$ cat src/rtl/lcm_tx_arbiter.sv
// lcm_tx_arbiter: frame-granular round-robin merge of four frame sources
// (ARP, PTP, NMAC, TSMP) onto the 134-bit LCM transmit datapath.
// Optional watchdog abort: define LCM_ARB_TIMEOUT_EN to compile it in.
module lcm_tx_arbiter #(
  parameter int unsigned TIMEOUT_CYC = 1023
) (
  input  logic         i_clk,
  input  logic         i_rst_n,
  input  logic [3:0]   iv_req,
  output logic [3:0]   ov_grant,
  input  logic [133:0] iv_data0,
  input  logic [133:0] iv_data1,
  input  logic [133:0] iv_data2,
  input  logic [133:0] iv_data3,
  input  logic         i_data0_wr,
  input  logic         i_data1_wr,
  input  logic         i_data2_wr,
  input  logic         i_data3_wr,
  input  logic         i_tx_rdy,
  output logic [133:0] ov_data,
  output logic         o_data_wr,
  output logic [15:0]  ov_err_cnt,
  output logic [15:0]  ov_timeout_cnt
);

  localparam int unsigned NSRC = 4;
  localparam int unsigned DW   = 134;
  localparam int unsigned CW   = 16;

  localparam logic [1:0] HEAD = 2'b01;
  localparam logic [1:0] BODY = 2'b11;
  localparam logic [1:0] TAIL = 2'b10;

  localparam logic [CW-1:0] TIMEOUT_LIM = CW'(TIMEOUT_CYC - 1);

  typedef enum logic [1:0] {
    IDLE_S      = 2'd0,
    WAIT_HEAD_S = 2'd1,
    TRANS_S     = 2'd2,
    GAP_S       = 2'd3
  } state_t;

  state_t          state;
  logic [1:0]      rr_ptr;
  logic [1:0]      gidx;
  logic [DW-1:0]   din [NSRC];
  logic [NSRC-1:0] wr_vec;
  logic [DW-1:0]   sel_data;
  logic [1:0]      sel_type;
  logic            sel_wr;
  logic [1:0]      pick;
  logic            pick_vld;
  logic            waiting;
  logic            wdog_en;
  logic [CW-1:0]   idle_cnt;
  logic            timeout_hit;

  function automatic logic [CW-1:0] sat_inc(input logic [CW-1:0] v);
    return (v == '1) ? v : v + CW'(1);
  endfunction

  assign din[0] = iv_data0;
  assign din[1] = iv_data1;
  assign din[2] = iv_data2;
  assign din[3] = iv_data3;
  assign wr_vec = {i_data3_wr, i_data2_wr, i_data1_wr, i_data0_wr};

  // Only the granted source is observed; everything else is ignored.
  assign waiting  = (state == WAIT_HEAD_S) || (state == TRANS_S);
  assign sel_data = din[gidx];
  assign sel_type = sel_data[DW-1:DW-2];
  assign sel_wr   = waiting && wr_vec[gidx];

  // Round-robin pick: first requesting source at or above rr_ptr, wrapping.
  always_comb begin
    logic [1:0] idx;
    pick     = rr_ptr;
    pick_vld = 1'b0;
    idx      = '0;
    for (int i = 0; i < NSRC; i++) begin
      idx = rr_ptr + 2'(i);
      if (!pick_vld && iv_req[idx]) begin
        pick     = idx;
        pick_vld = 1'b1;
      end
    end
  end

`ifdef LCM_ARB_TIMEOUT_EN
  assign wdog_en = 1'b1;

  // Idle-cycle counter: runs while a grant waits for data, cleared by every granted beat.
  always_ff @(posedge i_clk or negedge i_rst_n) begin
    if (!i_rst_n) begin
      idle_cnt <= '0;
    end else if (!waiting || sel_wr || timeout_hit) begin
      idle_cnt <= '0;
    end else begin
      idle_cnt <= sat_inc(idle_cnt);
    end
  end
`else
  assign wdog_en  = 1'b0;
  assign idle_cnt = '0;
`endif

  // Fires on the sampling edge that completes the TIMEOUT_CYC-th idle cycle.
  assign timeout_hit = wdog_en && waiting && !sel_wr && (idle_cnt == TIMEOUT_LIM);

  // Arbitration FSM with registered grant, data, valid and counters.
  always_ff @(posedge i_clk or negedge i_rst_n) begin
    if (!i_rst_n) begin
      state          <= IDLE_S;
      rr_ptr         <= '0;
      gidx           <= '0;
      ov_grant       <= '0;
      ov_data        <= '0;
      o_data_wr      <= 1'b0;
      ov_err_cnt     <= '0;
      ov_timeout_cnt <= '0;
    end else begin
      o_data_wr <= 1'b0;
      case (state)
        IDLE_S: begin
          if (i_tx_rdy && pick_vld) begin
            ov_grant <= 4'b0001 << pick;
            gidx     <= pick;
            state    <= WAIT_HEAD_S;
          end
        end

        WAIT_HEAD_S: begin
          if (sel_wr) begin
            if (sel_type == HEAD) begin
              ov_data   <= sel_data;
              o_data_wr <= 1'b1;
              state     <= TRANS_S;
            end else begin
              ov_err_cnt <= sat_inc(ov_err_cnt);
            end
          end else if (timeout_hit) begin
            ov_grant       <= '0;
            rr_ptr         <= gidx + 2'd1;
            ov_timeout_cnt <= sat_inc(ov_timeout_cnt);
            state          <= GAP_S;
          end
        end

        TRANS_S: begin
          if (sel_wr) begin
            case (sel_type)
              BODY: begin
                ov_data   <= sel_data;
                o_data_wr <= 1'b1;
              end
              TAIL: begin
                ov_data   <= sel_data;
                o_data_wr <= 1'b1;
                ov_grant  <= '0;
                rr_ptr    <= gidx + 2'd1;
                state     <= GAP_S;
              end
              HEAD: begin
                // A new head mid-frame truncates the current frame with a forced tail.
                ov_data    <= {TAIL, sel_data[DW-3:0]};
                o_data_wr  <= 1'b1;
                ov_err_cnt <= sat_inc(ov_err_cnt);
                ov_grant   <= '0;
                rr_ptr     <= gidx + 2'd1;
                state      <= GAP_S;
              end
              default: begin
                ov_err_cnt <= sat_inc(ov_err_cnt);
              end
            endcase
          end else if (timeout_hit) begin
            ov_data        <= {TAIL, (DW-2)'(0)};
            o_data_wr      <= 1'b1;
            ov_grant       <= '0;
            rr_ptr         <= gidx + 2'd1;
            ov_timeout_cnt <= sat_inc(ov_timeout_cnt);
            state          <= GAP_S;
          end
        end

        GAP_S: begin
          state <= IDLE_S;
        end

        default: begin
          state <= IDLE_S;
        end
      endcase
    end
  end

endmodule

$ cat config.mk
export PLATFORM = sky130hd
export DESIGN_NAME = lcm_tx_arbiter
export DESIGN_NICKNAME = d
export VERILOG_FILES = /design/src/rtl/lcm_tx_arbiter.sv
export SDC_FILE = /design/constraint.sdc
export NUM_CORES = 1
export LEC_CHECK = 0
export ABC_AREA = 1
export BUFFER_PORTS_ARGS = -buffer_cell sky130_fd_sc_hd__buf_2
export CAP_MARGIN = 10
export CORE_AREA = 2 2 283 285
export CTS_CLUSTER_DIAMETER = 200
export DETAILED_ROUTE_END_ITERATION = 6
export DIE_AREA = 0 0 285 287
export GPL_TIMING_DRIVEN = 0
export PLACE_DENSITY_LB_ADDON = 0.2
export SLEW_MARGIN = 20
export SYNTH_ARGS = -nofsm -noshare
export SYNTH_HDL_FRONTEND = slang
export SYNTH_SLANG_ARGS = --single-unit
$ cat constraint.sdc
create_clock -name i_clk -period 2.3 [get_ports i_clk]
set_input_delay 0.23 -clock i_clk [delete_from_list [all_inputs] [get_ports i_clk]]
set_output_delay 0.23 -clock i_clk [all_outputs]
set_load 0.02 [all_outputs]
==> impl_results.rst <==
.. list-table::
   :header-rows: 1

   * - Metric
     - Value
   * - Via count of the first global-routing pass
     - 15100
   * - Syn_area_per_cell
     - 6.57 sq um
   * - Count of antenna-violating nets left after detailed routing
     - 0
   * - Top post-synthesis cells by area
     - dfrtp_1 (37%), nand2_1 (14%), o21ai_0 (13%)
   * - WL final
     - 77.5 mm
   * - Simple-Gate Fraction of Synth Area
     - 32.3%
   * - Fillers
     - 9133
   * - Skew-Pair Late Insertion Delay
     - 0.48 ns
   * - Boundary Pins
     - 718
   * - Placeable Area
     - 78600 sq um
   * - Instance count after placement with tap cells included
     - 3422
   * - Cell Count, Final, Fillers Out
     - 3510
   * - Synth top area share
     - 37.1%
   * - Most instantiated flip-flop cell in the synthesis netlist
     - dfrtp_1
   * - Clock sink count
     - 161
   * - Initial DRC Count
     - 655
   * - Post-synth top area cell
     - dfrtp_1
   * - Proportion of synthesized chip area in sequential cells
     - 37.1%
   * - Measured slew at the worst slew-check pin
     - 0.877 ns
   * - Total clock buffers created by CTS
     - 17
   * - Final critical-path setup slack
     - -0.277 ns
   * - Area Overhead vs Synth
     - 63.5%
   * - Worst clock skew
     - 0.0166 ns
   * - Data arrival at the endpoint of the critical path
     - 2.95 ns
   * - Largest buffer count on any clock path
     - 2
   * - Placer Congestion
     - 0.949
   * - Stage delay of the slowest cell on the critical path
     - 0.45 ns
   * - Largest net degree at the start of global routing
     - 62
   * - Clk pin slew, worst setup/hold paths
     - 0.08 ns
   * - Xor and xnor area share after synthesis
     - 1.13%
   * - Number of distinct library cells after synthesis
     - 28
   * - Number of synthesized flops with an enable pin
     - 0
   * - Vias post-DR
     - 14900
   * - Synth Area in Compound Gates
     - 21.0%
   * - First-pass GRT wire length
     - 106 mm
   * - Critical Path Source Type
     - flip-flop
   * - Endpoint type of the worst setup path
     - flip-flop
   * - Clock tree from TritonCTS
     - done
   * - Most frequent CP cell
     - nor2_4
   * - Period utilisation layout
     - 112%
   * - Number of rows in the core area
     - 103
   * - Hold Fails Final Rpt
     - 0
   * - Worst min path class
     - input pin to flip-flop
   * - Time the worst path needs with I/O delays and setup
     - 2.58 ns
   * - Cells after synthesis
     - 1654
   * - Achievable frequency
     - 388 MHz
   * - Multiplexer share of the synthesized area
     - 0%
   * - Number of synthesized register bits
     - 161
   * - Cell-by-cell trace of the critical path
     - buf_12 > clkinv_8 > buf_8 > nor2_4 > nor2_1 > o21ai_1 > nand2_2 > inv_2 > ha_4 > nor3_4 > buf_4 > buf_6 > a21oi_4 > nor2_4 > nand2_4 > buf_2 > nand2_1 > o21ai_0
   * - Cell area after synthesis
     - 10900 sq um
   * - Share of cells above drive strength 1
     - 38.0%
   * - Combined global-route utilization of all metal layers
     - 18.1%
   * - DRC violation count after routing
     - 0
   * - Most frequent cells after synthesis
     - nand2_1 (391), nor2_1 (290), o21ai_0 (280)
   * - Async set-or-reset flop fraction in the synthesized netlist
     - 100%
   * - RSZ-0062 raised after global routing
     - yes
   * - Minimum setup slack among reg-to-reg paths
     - -0.28 ns
   * - IO buf count
     - 701
   * - Failing checks
     - negative setup slack
   * - Detailed placer's ending HPWL
     - 61.7 mm
   * - Wire per inst
     - 22.1 um
   * - Buffers and inverters on the worst path
     - 7
   * - H-tree lvl count
     - 4
   * - Main combinational cell family by area after synthesis
     - simple AND/OR/NAND/NOR gates
   * - Max-capacitance violation count
     - 0
   * - Top fanout value on the critical path
     - 7
   * - Worst IR drop on VDD
     - 0.000675 V
   * - Pleak
     - 9.03 nW
   * - Final slew viol count
     - 0
   * - Width of the die
     - 285 um
   * - Number of iterations in the first detailed-routing pass
     - 5
   * - Run status
     - finished with violations
   * - Category of the critical setup timing path
     - flip-flop to flip-flop
   * - Library cell used as clock root buffer
     - clkbuf_16
   * - Synth warn
     - 0
   * - Slowest cell on crit path
     - dfrtp_2
   * - Most common cell in the netlist
     - nand2_1
   * - Adder-cell share of the synthesized area
     - 1.04%
   * - Global-route congestion overflow total
     - 0
   * - Final hold slack
     - 0.123 ns
   * - Net count reported at finish
     - 2996
   * - Starting Density
     - 13.8%
   * - Pwr dens
     - 1730 nW/um^2
   * - Overall die height
     - 287 um
   * - Floorplan die area
     - 81800 sq um
   * - Antenna violations before repair
     - 17
   * - Per-cell via count in the routed design
     - 4.23
   * - Kind of cell adding the most delay to the critical path
     - simple AND/OR/NAND/NOR gates
   * - Worst slew margin
     - 41.5%
   * - Count of endpoints failing setup in the final report
     - 157
   * - Critical path data required time
     - 2.67 ns
## routing by layer
metal	vias to the layer above	track usage [%]	part of all wire, %
met1	6994	19.8	38
li1	7151	-	-
met4	12	7.79	3.9
met3	95	4.25	6.4
met2	612	33.3	52
met5	-	0	0.10
## sequential cells by signal, indices dropped and copies added (netlist names)
signal,cells
ov_err_cnt,16
gidx,2
o_data_wr,1
state,2
rr_ptr,2
ov_data,134
ov_grant,4
## logic make-up (layout without fill, tap and decap cells)
| family | count (synthesis) | in the layout |
|---|---|---|
| other | 1 | 23 |
| DFF | 161 | 161 |
| and+or+nand+nor | 867 | 867 |
| buffers and inverters | 183 | 967 |
| xor gates and xnor gates | 14 | 14 |
| AOI/OAI and AO/OA | 419 | 419 |
| adders and majority gates | 9 | 9 |
## through the flow
stage	total power, mW	utilization, %	setup slack (ns)	TNS, ns	cell area (sq um)
final	30.8	22.6	-0.277	-35.98	17800
after global routing	33.5	22.6	-0.441	-62.83	17800
after CTS	30.6	22.1	-0.358	-46.34	17400
after detailed placement	24.5	20.2	-2.27	-326.35	15800
after global placement	24.6	20.1	-2.36	-688.79	15800
after floorplan	16.1	-	-0.0140	-0.817	11000
## worst min-delay path, stage by stage
cell and delay [ns]:
buf_2 0.10, nand2_1 0.09, o21ai_0 0.08, nand2_1 0.07
## cell type report
cell class                      instances  area [sq um]  share of cell area, %
Tap cell                             1050          1310                   7.40
Clock inverter                         15           140                  0.789
Inverter                               27           124                  0.697
Multi-Input combinational cell       1325          6370                   35.9
Timing Repair Buffer                  754          4140                   23.3
Antenna cell                            7          17.5                 0.0986
Buffer                                154          1200                   6.76
Clock buffer                           17           425                   2.40
Sequential cell                       161          4030                   22.7
## cell usage in the layout, fill, tap and decap left out, drive strengths merged
master and n:
nor4 1, a211oi 1, nand3b 1, conb 16, o22ai 132, inv 36, a21oi 3, dlygate4sd3 1
nand2 393, clkinvlp 1, xnor2 6, nor3 6, clkbuf 102, xor2 8, nor2 290, o21ai 283
clkdlybuf4s15 1, clkinv 5, nand4 10, dfrtp 161, diode 7, nand3 165, buf 821, ha 9
or2 1
## worst paths after layout
path                                  start  cells past startpoint            end
worst min-delay path               i_tx_rdy                      4        gidx[1]
worst min register to register  ov_data[16]                      2    ov_data[16]
worst max register to register      gidx[0]                     18  ov_err_cnt[2]
max in group asynchronous           i_rst_n                      3   ov_data[123]
min in group asynchronous           i_rst_n                      2  ov_err_cnt[3]
worst max-delay path                gidx[0]                     18  ov_err_cnt[2]
## where the power goes
part	leakage (nW)	switching, mW	internal, mW	total, mW
registers	2.02	0.763	4.25	5.01
clock network	0.280	1.53	1.44	2.97
logic	6.74	14.6	8.18	22.8
## what timing repair did
item                                    in CTS  in global routing
endpoints found under the setup margin     160                158
gates resized for setup                    145                 89
pin swaps                                    5                  9
hold endpoints to repair                    59                  0
setup buffers                               36                  8
cloned                                       2                  7
hold buffers                                 1                  0
Note: power is estimated with default switching activity, not from simulation.
